`src/rtl/clock_setting_controller.sv`:
```
// Button-driven edit controller for the 24-hour clock core: time/alarm setting,
// display muxing, edit-field blink, edit timeout and alarm silencing.
module clock_setting_controller #(
   parameter int TIMEOUT_CYCLES = 1250000000,
   parameter int BLINK_HALF     = 62500000
) (
   input  logic       clk,
   input  logic       reset_n,
   input  logic       btn_mode,
   input  logic       btn_inc,
   input  logic       btn_dec,
   input  logic       btn_confirm,
   input  logic [6:0] cur_hour,
   input  logic [6:0] cur_minute,
   input  logic       alarm_ring,
   output logic [6:0] setup_hour,
   output logic [6:0] setup_minute,
   output logic       setup_ready,
   output logic [6:0] alarm_hour,
   output logic [6:0] alarm_minute,
   output logic       alarm_ready,
   output logic [2:0] state,
   output logic [6:0] disp_hour,
   output logic [6:0] disp_minute,
   output logic       blink,
   output logic       buzzer
);

   typedef enum logic [2:0] {
      RUN      = 3'd0,
      SET_HOUR = 3'd1,
      SET_MIN  = 3'd2,
      ALM_HOUR = 3'd3,
      ALM_MIN  = 3'd4
   } state_t;

   localparam int TW = (TIMEOUT_CYCLES > 2) ? $clog2(TIMEOUT_CYCLES) : 1;
   localparam int BW = (BLINK_HALF > 2) ? $clog2(BLINK_HALF) : 1;
   localparam logic [TW-1:0] TMO_LAST   = TW'(TIMEOUT_CYCLES - 1);
   localparam logic [BW-1:0] BLINK_LAST = BW'(BLINK_HALF - 1);

   state_t        state_q, state_d;
   logic [6:0]    edit_hour, edit_hour_d, edit_minute, edit_minute_d;
   logic [6:0]    setup_hour_d, setup_minute_d, alarm_hour_d, alarm_minute_d;
   logic          setup_ready_d, alarm_ready_d, blink_d;
   logic          silenced, silenced_d;
   logic [TW-1:0] tmo_cnt, tmo_cnt_d;
   logic [BW-1:0] blink_cnt, blink_cnt_d;
   logic          any_btn, accept, hour_field;

   function automatic logic [6:0] wrap_step(input logic [6:0] v, input logic [6:0] top,
                                            input logic up);
      if (up) return (v >= top) ? 7'd0 : v + 7'd1;
      else    return (v == 7'd0) ? top : v - 7'd1;
   endfunction

   // A press while the alarm is sounding unsilenced only silences it.
   assign any_btn    = btn_mode | btn_inc | btn_dec | btn_confirm;
   assign accept     = any_btn & ~(alarm_ring & ~silenced);
   assign hour_field = (state_q == SET_HOUR) || (state_q == ALM_HOUR);

   // NOTE: every signal written here gets a default first, so no latch is inferred.
   always_comb begin
      state_d        = state_q;
      edit_hour_d    = edit_hour;
      edit_minute_d  = edit_minute;
      setup_hour_d   = setup_hour;
      setup_minute_d = setup_minute;
      setup_ready_d  = 1'b0;
      alarm_hour_d   = alarm_hour;
      alarm_minute_d = alarm_minute;
      alarm_ready_d  = alarm_ready;
      silenced_d     = alarm_ring ? (silenced | any_btn) : 1'b0;

      if (accept) begin
         if (btn_mode) begin
            case (state_q)
               RUN: begin
                  state_d       = SET_HOUR;
                  edit_hour_d   = cur_hour;
                  edit_minute_d = cur_minute;
               end
               SET_HOUR, SET_MIN: begin
                  state_d       = ALM_HOUR;
                  edit_hour_d   = alarm_hour;
                  edit_minute_d = alarm_minute;
               end
               default: state_d = RUN;
            endcase
         end else if (btn_confirm) begin
            case (state_q)
               RUN:      alarm_ready_d = ~alarm_ready;
               SET_HOUR: state_d = SET_MIN;
               SET_MIN: begin
                  state_d        = RUN;
                  setup_hour_d   = edit_hour;
                  setup_minute_d = edit_minute;
                  setup_ready_d  = 1'b1;
               end
               ALM_HOUR: state_d = ALM_MIN;
               ALM_MIN: begin
                  state_d        = RUN;
                  alarm_hour_d   = edit_hour;
                  alarm_minute_d = edit_minute;
                  alarm_ready_d  = 1'b1;
               end
               default: state_d = RUN;
            endcase
         end else if ((btn_inc ^ btn_dec) && state_q != RUN) begin
            if (hour_field) edit_hour_d   = wrap_step(edit_hour, 7'd23, btn_inc);
            else            edit_minute_d = wrap_step(edit_minute, 7'd59, btn_inc);
         end
      end else if (state_q != RUN && tmo_cnt == TMO_LAST) begin
         state_d = RUN;
      end

      // Both counters restart on any state change and idle at zero in RUN.
      if (state_q == RUN || state_d != state_q) begin
         tmo_cnt_d   = '0;
         blink_cnt_d = '0;
         blink_d     = 1'b0;
      end else begin
         tmo_cnt_d = accept ? '0 : tmo_cnt + TW'(1);
         if (blink_cnt == BLINK_LAST) begin
            blink_cnt_d = '0;
            blink_d     = ~blink;
         end else begin
            blink_cnt_d = blink_cnt + BW'(1);
            blink_d     = blink;
         end
      end
   end

   // NOTE: registers are updated with non-blocking assignments only.
   always_ff @(posedge clk or negedge reset_n) begin
      if (!reset_n) begin
         state_q      <= RUN;
         edit_hour    <= '0;
         edit_minute  <= '0;
         setup_hour   <= '0;
         setup_minute <= '0;
         setup_ready  <= 1'b0;
         alarm_hour   <= '0;
         alarm_minute <= '0;
         alarm_ready  <= 1'b0;
         silenced     <= 1'b0;
         tmo_cnt      <= '0;
         blink_cnt    <= '0;
         blink        <= 1'b0;
      end else begin
         state_q      <= state_d;
         edit_hour    <= edit_hour_d;
         edit_minute  <= edit_minute_d;
         setup_hour   <= setup_hour_d;
         setup_minute <= setup_minute_d;
         setup_ready  <= setup_ready_d;
         alarm_hour   <= alarm_hour_d;
         alarm_minute <= alarm_minute_d;
         alarm_ready  <= alarm_ready_d;
         silenced     <= silenced_d;
         tmo_cnt      <= tmo_cnt_d;
         blink_cnt    <= blink_cnt_d;
         blink        <= blink_d;
      end
   end

   assign state       = state_q;
   assign disp_hour   = (state_q == RUN) ? cur_hour : edit_hour;
   assign disp_minute = (state_q == RUN) ? cur_minute : edit_minute;
   assign buzzer      = alarm_ring & ~silenced;

endmodule

```
`config.mk`:
```
export PLATFORM = sky130hd
export DESIGN_NAME = clock_setting_controller
export DESIGN_NICKNAME = d
export VERILOG_FILES = /design/src/rtl/clock_setting_controller.sv
export SDC_FILE = /design/constraint.sdc
export NUM_CORES = 1
export LEC_CHECK = 0
export BUFFER_PORTS_ARGS = -buffer_cell sky130_fd_sc_hd__buf_4
export CORE_MARGIN = 3
export CORE_UTILIZATION = 35
export DETAILED_ROUTE_END_ITERATION = 6
export SLEW_MARGIN = 20
export SYNTH_ARGS = -nofsm -noshare
export SYNTH_HDL_FRONTEND = slang
export SYNTH_SLANG_ARGS = --single-unit
export TNS_END_PERCENT = 50
```
`constraint.sdc`:
```
create_clock -name clk -period 2.4 [get_ports clk]
set_input_delay 0.36 -clock clk [delete_from_list [all_inputs] [get_ports clk]]
set_output_delay 0.36 -clock clk [all_outputs]
set_load 0.03 [all_outputs]
```
# [Yosys cells after proc, flatten, opt, wreduce, memory -nomap -nowiden]
# Cells that the tools add are included.
[word_totals] inputBits=21 regBits=106 out_inout_bits=49 elab_cells=97
[classes] n_bitwise=12 addsub=6 n_eq_ne=10 muxes=36 n_reduce_logical=18 order_cmp=2
[op_table] op="$mux W7" count=16
[op_table] op="$mux W31" count=2
[op_table] op="$mux W26" count=2
[op_table] op="$add A31 B1 Y31 const B" count=1
[op_table] op="$eq A31 B31 Y1 const B" count=1
[op_table] op="$pmux W7 S2" count=2
[op_table] op="$add A26 B1 Y26 const B" count=1
[op_table] op="$eq A26 B26 Y1 const B" count=1
[op_table] op="$add A7 B1 Y7 const B" count=2
[op_table] op="$logic_not A7 Y1" count=2
[op_table] op="$sub A7 B1 Y7 const B" count=2
[op_table] op="$mux W3" count=4
[op_table] op="$reduce_and A4 Y1" count=3
[op_table] op="$reduce_and A5 Y1" count=2
[op_table] op="$pmux W3 S3" count=1
[op_table] op="$reduce_bool A2 Y1" count=4
[op_table] op="$ge A7 B5 Y1 const B" count=1
[op_table] op="$ge A7 B6 Y1 const B" count=1
[op_table] op="$mux W1" count=7
[op_table] op="$eq A3 B2 Y1 const B" count=2
[op_table] op="$not A1 Y1" count=5
[op_table] op="$ne A2 B2 Y1 const B" count=2
[op_table] op="$or A1 B1 Y1" count=4
[op_table] op="$pmux W2 S2" count=1
[op_table] op="12 further kinds" count=15

# [Longest topological paths before layout]
# Gate-level depths: netlist (run 1).
[logic_depth] word_depth=8 ltp_mapped=8 ltp_nobuf=7

# [Worst setup path before layout (run 1)]
# OpenSTA, ideal clock, no wires.
[synth_timing] path_type="flip-flop to flip-flop" from="register state_q[1], in the netlist state[1]" to="register blink_cnt[12]" setup_time_ns=0.134 slack_ns=0.136 path_buffers=1 required_time_ns=2.266 arrival_time_ns=2.130 period_less_slack_ns=2.264 stages_incl_launch_ff=7 path_cell_list="dfrtp_1 nor3_1 or4_4 nor4_4 a21boi_4 buf_6 nor3_1"
[synth_via] elab_chain_cells=8 elab_cells_between_ends=16 cone_classes="eq/ne (4); mux (7); reduce/logical (5)"
[synth_lines] element="from (decl)" line_no="42" text="state_t state_q, state_d;"
[synth_lines] element="from (signal assigned)" line_no="151" text="state_q <= state_d;"
[synth_lines] element="$eq A3 B2 Y1 (tied with other cells)" line_no="91" text="case (state_q)"
[synth_lines] element="$pmux W3 S3 or $reduce_or A2 Y1 (tied branches)" line_no="91, 77"
[synth_lines] element="$mux W3 or $pmux W2 S2 (tied branches)" line_no="90, 77"
[synth_lines] element="$mux W3" line_no="76" text="if (btn_mode) begin"
[synth_lines] element="$mux W3" line_no="75" text="if (accept) begin"
[synth_lines] element="$ne A3 B3 Y1" line_no="118" text="if (state_q == RUN || state_d != state_q) begin"
[synth_lines] element="$logic_or A1 B1 Y1 *" line_no="118"
[synth_lines] element="$mux W26 *" line_no="118"
[synth_lines] element="named net blink_cnt_d[12]" line_no="48" text="logic [BW-1:0] blink_cnt, blink_cnt_d;"
[synth_lines] element="to (signal assigned)" line_no="162" text="blink_cnt <= blink_cnt_d;"
[synth_lines] element="to (decl)" line_no="48"
# Mark *: on every way through the listed nets, which the timed path passes. The rest lies on a longest branch.
# A chain may end at the register's enable or synchronous reset.

# [Worst setup path after layout (run 1)]
[layout_timing] from="register state_q[1], in the netlist state[1]" to="output port disp_minute[5]"
[layout_via] elab_chain_cells=2
[layout_lines] element="$logic_not A3 Y1" line_no="169" text="assign disp_minute = (state_q == RUN) ? cur_minute : edit_minute;"
[layout_lines] element="$mux W7" line_no="169"
[layout_lines] element="to (decl)" line_no="24" text="output logic [6:0] disp_minute,"
# No other way between the ends.

==> flow_summary.json, run 1 <==
{
  "status": "completed",
  "p_int_w": 0.00412,
  "nets": 728,
  "drc": 0,
  "p_leak_nw": 2.97,
  "power_w": 0.00683,
  "clkTransAtPathRegs_ps": 70,
  "pwr-share-seq_pct": 35.7,
  "syn_area_per_cell_sq_um": 9.36,
  "synth_edf_count": 0,
  "drtAntennaViolNets": 0,
  "clock_latency_ps": 350,
  "ys_seq_area_share_pct": 44.9,
  "setup_slack_ps": 134,
  "drive_gt1_share_pct": 21.0,
  "cts.sinks": 106,
  "viasPerCell": 5.32,
  "end_kind": "primary output",
  "worst_pin_slew_ps": 504,
  "p_clk_share_pct": 22.4,
  "sw_frac_of_total_pct": 39.7,
  "postSynthCellCount": 631,
  "synthTopCellsByArea": "dfrtp_1 45%, xnor2_1 6.2%, mux2_2 5.5%",
  "die_w_um": 136,
  "cts_tree": "yes",
  "clock_skew_ps": 11.2,
  "yosysWarnings": 0,
  "synthFlopType": "dfrtp_1",
  "cts_buffer_depth": 2,
  "drtPass1Iterations": 5,
  "place.gp.congestion": 0.806,
  "setup_viol": 0,
  "hold_viol": 0,
  "antenna_found_initial": 1,
  "cts_root_buffer": "clkbuf_16",
  "wirelength_mm": 14.8,
  "antennaDiodeCount": 0,
  "io_pins": 70,
  "ir_drop_mv": 0.496,
  "synth_area_sq_mm": 0.00590,
  "powerDensity_mw_per_mm2": 966,
  "critPathArrivalTime_ps": 1910,
  "area_growth_pct": 19.8,
  "ys_types": 55,
  "cts_made_buffers": 9,
  "die_area_sq_mm": 0.0185,
  "num_vias": 4900,
  "fin_cells": 921,
  "pre_cts_ws_ps": 243,
  "core_sq_mm": 0.0162,
  "wl_per_cell_um": 16.1,
  "max-slew-margin-rel_pct": 66.1,
  "start_util_pct": 36.5,
  "rsz0062_at_grt": "no",
  "cp-start-kind": "flop",
  "ys_seq_elements": 106,
  "grt_pass1_vias": 4853,
  "fin_crit_sh_pct": 94.4,
  "min_path_type": "input pin to flop",
  "synth_top_area_share_pct": 44.9,
  "first_iter_violations": 297,
  "max_freq_mhz": 441,
  "dp.cells": 905,
  "cts_htree_levels": 3,
  "cap_viol_max_count": 0,
  "fillCellCount": 1558,
  "switching_power_w": 0.00271,
  "drv_slew": 0,
  "crit_type": "flop to primary output",
  "async_flop_share_pct": 100,
  "cp_max_fo": 24,
  "synth_nets": 658,
  "synth_top_area_cell": "dfrtp_1",
  "p_comb_share_pct": 41.8,
  "cp.required_ps": 2040,
  "num_rows": 46,
  "grt_start_max_net_pins": 50,
  "fin_setup_tns_ps": 0,
  "grt-ovfl-total": 0,
  "fin_util_pct": 43.7,
  "io_buffers": 69,
  "dieHeight_um": 136,
  "period_minus_slack_ps": 2270,
  "grt_pass1_wl_mm": 24.5,
  "gr-usage-all-layers_pct": 16.5,
  "hpwl_mm": 10.5
}
## worst paths after layout
| check | to | slack, ps | start | cells after the start |
|---|---|---|---|---|
| max in group asynchronous | setup_hour[5] | 1160 | reset_n | 3 |
| max | disp_minute[5] | 130 | state[1] | 4 |
| max reg2reg | edit_minute[2] | 220 | edit_minute[0] | 7 |
| min reg2reg | blink_cnt[0] | 460 | blink_cnt[0] | 1 |
| min in group asynchronous | setup_minute[1] | 510 | reset_n | 2 |
| min | silenced | 230 | alarm_ring | 2 |
## state kept, by name (all words and copies together) (netlist names)
| register | cells |
|---|---|
| silenced | 1 |
| setup_ready | 1 |
| setup_hour | 7 |
| state | 3 |
| blink_cnt | 26 |
| setup_minute | 7 |
| tmo_cnt | 31 |
| blink | 1 |
| edit_minute | 7 |
| alarm_minute | 7 |
| alarm_hour | 7 |
| edit_hour | 7 |
| alarm_ready | 1 |
## power groups by stage
stage / Combinational [W] / Clock (W) / Sequential, W
floorplan: 0.00163 / 0 / 0.00264
detailed placement: 0.00286 / 0 / 0.00247
CTS: 0.00287 / 0.00158 / 0.00244
global placement: 0.00285 / 0 / 0.00246
global route: 0.00310 / 0.00165 / 0.00249
finish: 0.00286 / 0.00153 / 0.00244
## per-layer routing
metal,global-route usage [%],vias up,wire length (um)
met5,0,-,13
met4,6.16,2,280
met3,3.33,21,738
met2,27.4,114,7030
met1,21.4,2371,6730
li1,-,2392,-
## kinds of logic after synthesis
group	after synthesis	share of synthesized area [%]
AND/OR/NAND/NOR	264	23.1
multiplexers	35	6.55
adder cells (fa/ha/maj)	6	1.27
AO/OA/AOI/OAI	104	11.5
XOR/XNOR	58	8.60
flip-flops	106	44.9
buffers and inverters	58	4.13
## cell usage in the layout (no fill, tap or decap), drive strengths merged, types with 7 or more instances in the layout
cell,n
nand3,33
a31oi,8
clkbuf,13
mux2,29
xor2,16
nand4,14
a21oi,16
nand2,50
buf,92
o21ai,34
nor2,58
and4,8
dfrtp,106
or4,7
nor4,10
nand2b,7
inv,23
nor3,53
xnor2,42
## worst max-delay path, cell delays in order (launching register included)
cell and delay (ps):
dfrtp_1 450, nor3_2 300, buf_6 270, mux2_2 360, buf_4 170
## area by class of cell
class	count	area (sq um)	area share, %
clock buffer	13	270	3.82
clock inverter	2	35.0	0.495
tap	216	270	3.82
inverter	24	90.1	1.27
timing repair buffer	93	742	10.5
sequential	106	2650	37.5
multi-input combinational	467	3010	42.6
## synthesized netlist by cell type (all sizes together) (6+ instances only)
cell type,n
o22ai,6
o21ai,34
xor2,16
a31oi,8
nor2,58
nand4,14
inv,23
nor3,53
nor3b,6
mux2i,6
xnor2,42
buf,13
nand2b,7
a22o,6
nor4,10
nand3,33
clkbuf,21
and4,8
a21oi,16
dfrtp,106
nand2,50
o31ai,6
mux2,29
or4,7
ha,6
## through the flow
| stage | cell area [sq um] | hold slack [ps] |
|---|---|---|
| floorplan | 5900 | 64.4 |
| global placement | 6750 | 361 |
| detailed placement | 6750 | 360 |
| CTS | 7070 | 225 |
| global route | 7070 | 248 |
| finish | 7070 | 234 |
## repair_timing
action,4_1_cts,5_1_grt
endpoints found under the setup margin,0,5
gates resized for setup,0,1
buffers inserted,0,0
hold endpoints to repair,32,0
hold buffers,1,0
Note: power is estimated with default switching activity, not from simulation.
==> inputs of run 2 (changes only) <==
SETUP_SLACK_MARGIN = 0.3   (was default)
==> run 2 against run 1 <==
- clock power rose by 6%
- non-clock buffer count rose by 3
- first-iteration DRC count rose by 32%
- die area did not move
- worst setup slack improved by 170 ps
- cell count rose by 0.43%
- global-route usage fell by 0.25 points
- clock skew fell by 2.6 ps
- critical path depth rose by 3
- wire length barely moved
- critical endpoint is now edit_minute[2]
==> flow_summary.json, run 2 (synthesis gave the netlist of run 1 again) <==
{
  "drtAntennaViolNets": 0,
  "setup_viol": 0,
  "pre_cts_ws_ps": 270,
  "area_growth_pct": 21.3,
  "drtPass1Iterations": 5,
  "final_common_cell": "dfrtp_1",
  "largest_register_ffs": 31,
  "worst_pin_slew_ps": 495,
  "wirelength_mm": 14.8,
  "drv_slew": 0,
  "clkTransAtPathRegs_ps": 70,
  "drc": 0,
  "grt-ovfl-total": 0,
  "io_pins": 70,
  "viasPerCell": 5.35,
  "io_buffers": 69,
  "grt_pass1_wl_mm": 24.2,
  "gr-usage-all-layers_pct": 16.3,
  "cts_made_buffers": 9,
  "period_minus_slack_ps": 2100,
  "grt_pass1_vias": 4890,
  "fin_crit_sh_pct": 87.3,
  "cts_tree": "yes",
  "status": "completed",
  "crit_type": "flop to flop",
  "wl_per_cell_um": 16.0,
  "p_leak_nw": 3.00,
  "end_kind": "flop",
  "cp.required_ps": 2640,
  "antennaDiodeCount": 0,
  "nets": 731,
  "dieHeight_um": 136,
  "cp_max_fo": 4,
  "hold_viol": 0,
  "hpwl_mm": 10.4,
  "first_iter_violations": 393,
  "max-slew-margin-rel_pct": 66.8,
  "use_met3_pct": 2.29,
  "min_path_type": "input pin to flop",
  "largest-register": "tmo_cnt",
  "rsz0062_at_grt": "yes",
  "ir_drop_mv": 0.493,
  "grt_start_max_net_pins": 38,
  "cp-start-kind": "flop",
  "setup_slack_ps": 304,
  "cts.sinks": 106,
  "cts_root_buffer": "clkbuf_16",
  "groute.layer.met1.usage_pct": 21.0,
  "num_vias": 4950,
  "final_cell_mix": "103 x dfrtp_1, 90 x buf_4, 57 x nor2_1",
  "die_w_um": 136,
  "drive_gt1_share_pct": 22.7,
  "cts_htree_levels": 3,
  "start_util_pct": 36.5,
  "critPathArrivalTime_ps": 2340,
  "antenna_found_initial": 0,
  "grtUsageMet2_pct": 27.7,
  "cts_buffer_depth": 2,
  "cap_viol_max_count": 0,
  "max_freq_mhz": 477,
  "grt-busiest-layer": "met2",
  "reg.largest.list": "tmo_cnt x31, blink_cnt x26",
  "place.gp.congestion": 0.874,
  "clock_latency_ps": 360,
  "powerDensity_mw_per_mm2": 973,
  "die_area_sq_mm": 0.0185,
  "num_rows": 46,
  "clock_skew_ps": 8.66,
  "core_sq_mm": 0.0162,
  "fin_setup_tns_ps": 0
}
## run 2: changes by cell type in the layout (fill, tap and decap cells not counted), moves of 2 or more
cell	previous run	this run
dfrtp_2	0	3
buf_4	88	90
dfrtp_1	106	103
inv_1	23	21
clkbuf_8	3	1
## run 2: cell type report
cell class                      count  area [sq um]
Sequential cell                   106          2660
Fill cell                        1544          9010
Clock inverter                      5          77.6
Inverter                           24          92.6
Multi-Input combinational cell    467          3060
Timing Repair Buffer               96           768
Tap cell                          216           270
Clock buffer                       11           243
## run 2: repair_timing
action | in CTS | in global routing
buffers inserted | 4 | 1
endpoints found under the hold margin | 23 | 0
hold buffers | 1 | 0
pin swaps | 2 | 1
resized for setup | 2 | 4
setup endpoints to repair | 40 | 57
## run 2: path summary, 6_finish.rpt
kind / startpoint / slack [ps] / endpoint / cells after the start
min: alarm_ring / 220 / silenced / 2
min in group asynchronous: reset_n / 460 / alarm_minute[0] / 2
max: edit_minute[0] / 300 / edit_minute[2] / 7
min reg2reg: blink_cnt[0] / 460 / blink_cnt[0] / 1
max in group asynchronous: reset_n / 1240 / blink_cnt[22] / 3
max reg2reg: edit_minute[0] / 300 / edit_minute[2] / 7
## run 2: per-layer routing
metal | wire length (um) | vias to the layer above
met4 | 234 | 0
met1 | 6610 | 2393
met5 | 0 | -
met2 | 7290 | 142
met3 | 642 | 17
li1 | - | 2398
## run 2: power by group
group / leakage [nW] / internal, W / switching (W)
Combinational: 1.41 / 0.00118 / 0.00172
Sequential: 1.43 / 0.00209 / 0.000371
Clock: 0.156 / 0.000940 / 0.000675
Total: 3.00 / 0.00420 / 0.00277
## run 2: worst max-delay path, stage by stage, from the launching register on
cell and delay (ps):
dfrtp_1 410, inv_4 90, ha_4 120, or3b_4 390, or4_4 530, a31o_4 230, a31oi_1 140, o22ai_1 80
## run 2: through the flow
stage	total power (W)	util, %	area (sq um)	hold WS (ps)	instances
after detailed placement	0.00533	41.9	6770	304	903
after CTS	0.00699	44.1	7140	216	924
after global placement	0.00528	41.9	6770	298	903
after global routing	0.00738	44.3	7160	222	925
final	0.00697	44.3	7160	223	925
after floorplan	0.00435	-	5950	64.4	631
